File: config.mk
export PLATFORM = sky130hd
export DESIGN_NAME = scan_sel_gen
export DESIGN_NICKNAME = d
export VERILOG_FILES = /design/src/rtl/scan_sel_gen.sv
export SDC_FILE = /design/constraint.sdc
export NUM_CORES = 1
export LEC_CHECK = 0
export BUFFER_PORTS_ARGS = -buffer_cell sky130_fd_sc_hd__buf_2
export CORE_UTILIZATION = 49
export DETAILED_ROUTE_END_ITERATION = 8
export GPL_ROUTABILITY_DRIVEN = 1
export PLACE_DENSITY = 0.71
export SKIP_LAST_GASP = 1
export SYNTH_ARGS = -nofsm -noshare
export SYNTH_HDL_FRONTEND = slang
export SYNTH_SLANG_ARGS = --single-unit
File: constraint.sdc
create_clock -name clk -period 1.7 [get_ports clk]
set_input_delay 0.425 -clock clk [delete_from_list [all_inputs] [get_ports clk]]
set_output_delay 0.425 -clock clk [all_outputs]
set_load 0.005 [all_outputs]
File: src/rtl/scan_sel_gen.sv
// Select sequencer for a 2-to-4 decoder: steps sel through 0..last at a DIV-cycle slot rate.
// Optional blanking gap between slots is compiled in with `define SCAN_BLANK_EN.
module scan_sel_gen #(
  parameter int unsigned DIV       = 4,
  parameter int unsigned BLANK_CYC = 1
) (
  input  logic       clk,
  input  logic       rst,
  input  logic       en,
  input  logic [1:0] last,
  input  logic       hold,
  output logic [1:0] sel,
  output logic       sel_valid,
  output logic       wrap
);

  localparam int unsigned CNT_W = 16;
  localparam logic [CNT_W-1:0] SLOT_LAST = CNT_W'(DIV - 1);

  if (DIV < 2 || DIV > 65535 || BLANK_CYC < 1 || BLANK_CYC > 255) begin : g_bad_param
    $error("scan_sel_gen: DIV or BLANK_CYC out of range");
  end

`ifdef SCAN_BLANK_EN
  localparam int unsigned BCNT_W = 8;
  localparam logic [BCNT_W-1:0] BLANK_LAST = BCNT_W'(BLANK_CYC - 1);

  typedef enum logic [1:0] {IDLE, SHOW, BLANK} state_t;

  logic [BCNT_W-1:0] bcnt_q, bcnt_d;
`else
  typedef enum logic [1:0] {IDLE, SHOW} state_t;
`endif

  state_t           state_q, state_d;
  logic [CNT_W-1:0] cnt_q, cnt_d;
  logic [1:0]       sel_q, sel_d;
  logic             valid_q, valid_d;
  logic             wrap_q, wrap_d;

  // Next index; >= keeps a mid-frame reduction of last from overrunning
  logic [1:0] adv_sel;
  logic       adv_wrap;
  always_comb begin
    adv_wrap = (sel_q >= last);
    adv_sel  = adv_wrap ? 2'd0 : sel_q + 2'd1;
  end

  always_ff @(posedge clk) begin
    if (rst) begin
      state_q <= IDLE;
      cnt_q   <= '0;
      sel_q   <= 2'd0;
      valid_q <= 1'b0;
      wrap_q  <= 1'b0;
`ifdef SCAN_BLANK_EN
      bcnt_q  <= '0;
`endif
    end else begin
      state_q <= state_d;
      cnt_q   <= cnt_d;
      sel_q   <= sel_d;
      valid_q <= valid_d;
      wrap_q  <= wrap_d;
`ifdef SCAN_BLANK_EN
      bcnt_q  <= bcnt_d;
`endif
    end
  end

  always_comb begin
    state_d = state_q;
    cnt_d   = cnt_q;
    sel_d   = sel_q;
    valid_d = valid_q;
    wrap_d  = 1'b0;
`ifdef SCAN_BLANK_EN
    bcnt_d  = bcnt_q;
`endif
    if (!en) begin
      state_d = IDLE;
      cnt_d   = '0;
      sel_d   = 2'd0;
      valid_d = 1'b0;
`ifdef SCAN_BLANK_EN
      bcnt_d  = '0;
`endif
    end else begin
      case (state_q)
        IDLE: begin
          state_d = SHOW;
          cnt_d   = '0;
          sel_d   = 2'd0;
          valid_d = 1'b1;
        end
        SHOW: begin
          if (cnt_q == SLOT_LAST) begin
            cnt_d = '0;
            if (!hold) begin
`ifdef SCAN_BLANK_EN
              state_d = BLANK;
              valid_d = 1'b0;
              bcnt_d  = '0;
`else
              sel_d  = adv_sel;
              wrap_d = adv_wrap;
`endif
            end
          end else begin
            cnt_d = cnt_q + CNT_W'(1);
          end
        end
`ifdef SCAN_BLANK_EN
        BLANK: begin
          if (bcnt_q == BLANK_LAST) begin
            state_d = SHOW;
            sel_d   = adv_sel;
            wrap_d  = adv_wrap;
            valid_d = 1'b1;
            cnt_d   = '0;
            bcnt_d  = '0;
          end else begin
            bcnt_d = bcnt_q + BCNT_W'(1);
          end
        end
`endif
        default: begin
          state_d = IDLE;
          cnt_d   = '0;
          sel_d   = 2'd0;
          valid_d = 1'b0;
        end
      endcase
    end
  end

  assign sel       = sel_q;
  assign sel_valid = valid_q;
  assign wrap      = wrap_q;

endmodule

==> run summary <==
Multi-input gate area = 484 µm²
Global-route wire length before repair = 2930 µm
Clk_skew = 0.00647 ns
Post-synth cell types = 23
Flip-flop and latch area = 400 µm²
Core area = 0.00173 mm²
Input/output buffers = 9
Critical path data arrival time = 1.86 ns
Yosys top cell by area = dfxtp_1
Drt drc = 0
Power per cell area = 733 mW/mm²
Yosys warns = 0
Max-cap viol count = 0
CP required = 1.95 ns
FF-to-FF path depth = 6
Post-Layout Cell Count = 142
DR WL/cell = 11.6 µm
Via Count = 731
Post-synth top area share = 44.2%
Worst Setup EP = sel[0]
Syn Std Cell Area = 906 µm²
DP Cell Count = 138
Net Count, Synth = 110
Grt ovf = 0
Slew at the pin closest to its max-slew limit = 0.341 ns
Critical Path, Cell by Cell = inv_1, ha_1, nand2b_1, a211oi_2, or3b_1, a21oi_1
CP max-delay cell = or3b_1
Outcome = completed
Horiz. Die Dim = 45.0 µm
# fillers = 174
Die ar. = 0.00202 mm²
Simple logic cell fraction of the synthesized area = 31.4%
Most frequent cells in the layout = nor2_1 (20), dfxtp_1 (20), xnor2_1 (12)
Vias in the first global route = 759
Vias/cell = 5.15
Largest family of logic cells by synthesized area = simple AND/OR/NAND/NOR gates
Largest net degree at the start of global routing = 17
Clk slew on worst S/H paths = 0.11 ns
Number of synthesized register bits = 20
CTS tree = yes
Post-route ant nets = 0
Initial antenna violation count = 0
Crit path max fanout = 2
Worst vdd ir = 0.714 mV
Final hold violation count = 0
Setup violations, final = 0
Multiplexer share of the synthesized area = 0%
Total Wirelength = 1650 µm
Static leakage = 0.347 nW
Period minus WS final = 1.61 ns
Crit Path Category = reg -> reg
HP Start = rst
CTS max path bufs = 2
Mean Syn Cell Area = 8.97 µm²
Hold Path Class = in -> reg
Reg2Reg Setup Slack = 0.09 ns
Final period util = 94.9%
Root Buffer = clkbuf_4
Top post-synthesis cells by area = dfxtp_1 (44%), xnor2_1 (12%), nor2_1 (8.3%)
DP Wirelength = 1250 µm
Hold_buf cts = 0
Max Slew Vio Count = 0
Unrepaired setup endpoints after global routing = false
Compound-Gate Fraction of Synth Area = 3.87%
Critical path capture point type = flip-flop
Num ports = 10
# diodes = 0
Worst stage delay on the critical path = 0.37 ns
Total CTS buffers = 3
Area Overhead vs Synth = 16.9%
Starting density of the core = 52.5%
Die Y = 45.0 µm
Tot GR Track Use = 20.0%
Synth Area in Adders = 4.14%
CTS sink cnt = 20
Reg-to-reg endpoint = sel[0]
Relative slew slack = 77.0%
Mapped Cells = 101
Initial drt markers = 11
1st-pass router iterations = 4
Share of cells above drive strength 1 = 18.8%
Post-Layout Inst Area = 0.00106 mm²
Clock latency on the worst-skew pair = 0.31 ns
H-tree Lvls = 1
Critical Path Start Type = flip-flop
Xor and xnor area share after synthesis = 13.5%
Num rows = 15
Reg-to-reg critical path startpoint = sel[0]
Seq/Total Area, Yosys = 44.2%
Placed Instance Area = 0.00102 mm²
Crit. Startpoint = sel[0]
RePlAce Congestion = 0.763
Fmax = 620 MHz
Nets = 127
synth_stat cells:
library cell  instances
nor4_2                1
a211oi_1              1
nand3_1               5
a21oi_1               3
nand2b_1              1
xor2_1                2
xnor2_1              12
o31ai_1               1
inv_1                 5
nand4bb_1             1
buf_4                 1
nor3_1                4
o21ai_0               1
nor2_1               20
nor4_1                7
dfxtp_1              20
nand4_2               2
or3b_1                1
ha_1                  3
nor4b_2               1
nand2_1               6
nand4_1               2
nor2b_1               1
worst max-delay path, delay by kind of cell, from the launching register on:
kind                     cells  cell delay (ns)
AO/OA/AOI/OAI                2             0.36
buffers and inverters        1             0.06
AND/OR/NAND/NOR              2             0.54
adder cells (fa/ha/maj)      1             0.25
flip-flops                   1             0.35
metrics by stage:
stage / hold slack [ns] / power, mW / util (%) / setup TNS [ns] / setup WS, ns
after floorplan: 0.417 / 0.494 / - / 0 / 0.0659
after global placement: 0.428 / 0.505 / 58.9 / -0.0796 / -0.0796
after detailed placement: 0.450 / 0.507 / 58.9 / -0.156 / -0.156
after CTS: 0.281 / 0.781 / 61.3 / 0 / 0.0321
after global routing: 0.289 / 0.797 / 61.3 / 0 / 0.00816
final: 0.288 / 0.776 / 61.3 / 0 / 0.0862
how the worst min path moves through the flow:
| stage | endpoint | depth (start not counted) |
|---|---|---|
| finish | sel_valid | 2 |
| global route | sel_valid | 2 |
| CTS | sel_valid | 2 |
| detailed placement | cnt_q[0] | 1 |
| global placement | cnt_q[0] | 1 |
| floorplan | cnt_q[0] | 1 |
metal layers:
metal	vias up	track usage, %	part of all wire [%]
li1	379	-	-
met3	4	3.60	2.1
met2	7	35.4	49
met1	341	22.2	46
met4	0	11.5	2.7
met5	-	0	0
logic make-up after synthesis:
group | Yosys count
AOI/OAI and AO/OA | 6
buffers and inverters | 6
xor gates and xnor gates | 14
and+or+nand+nor | 52
adders and majority gates | 3
DFF | 20
report_power, final:
group          internal [mW]  switching (mW)  total, mW
logic                 0.0130          0.0123     0.0254
clock network          0.131           0.148      0.279
registers              0.470         0.00121      0.472
total                  0.614           0.162      0.776
flip-flops by register name, indices dropped and copies added (netlist names):
name	cells
sel_valid	1
wrap	1
cnt_q	16
sel	2
final cells by class:
| cell class | instances | share of cell area [%] |
|---|---|---|
| multi-input combinational | 75 | 45.7 |
| sequential | 20 | 37.8 |
| timing repair buffer | 13 | 8.27 |
| clock buffer | 4 | 3.43 |
| tap | 25 | 2.96 |
| inverter | 5 | 1.77 |
timing repair:
item	CTS	global route
pin swaps	0	1
hold endpoints to repair	0	0
endpoints found under the setup margin	1	1
setup buffers	0	0
gates resized for setup	1	0
Note: power is estimated with default switching activity, not from simulation.
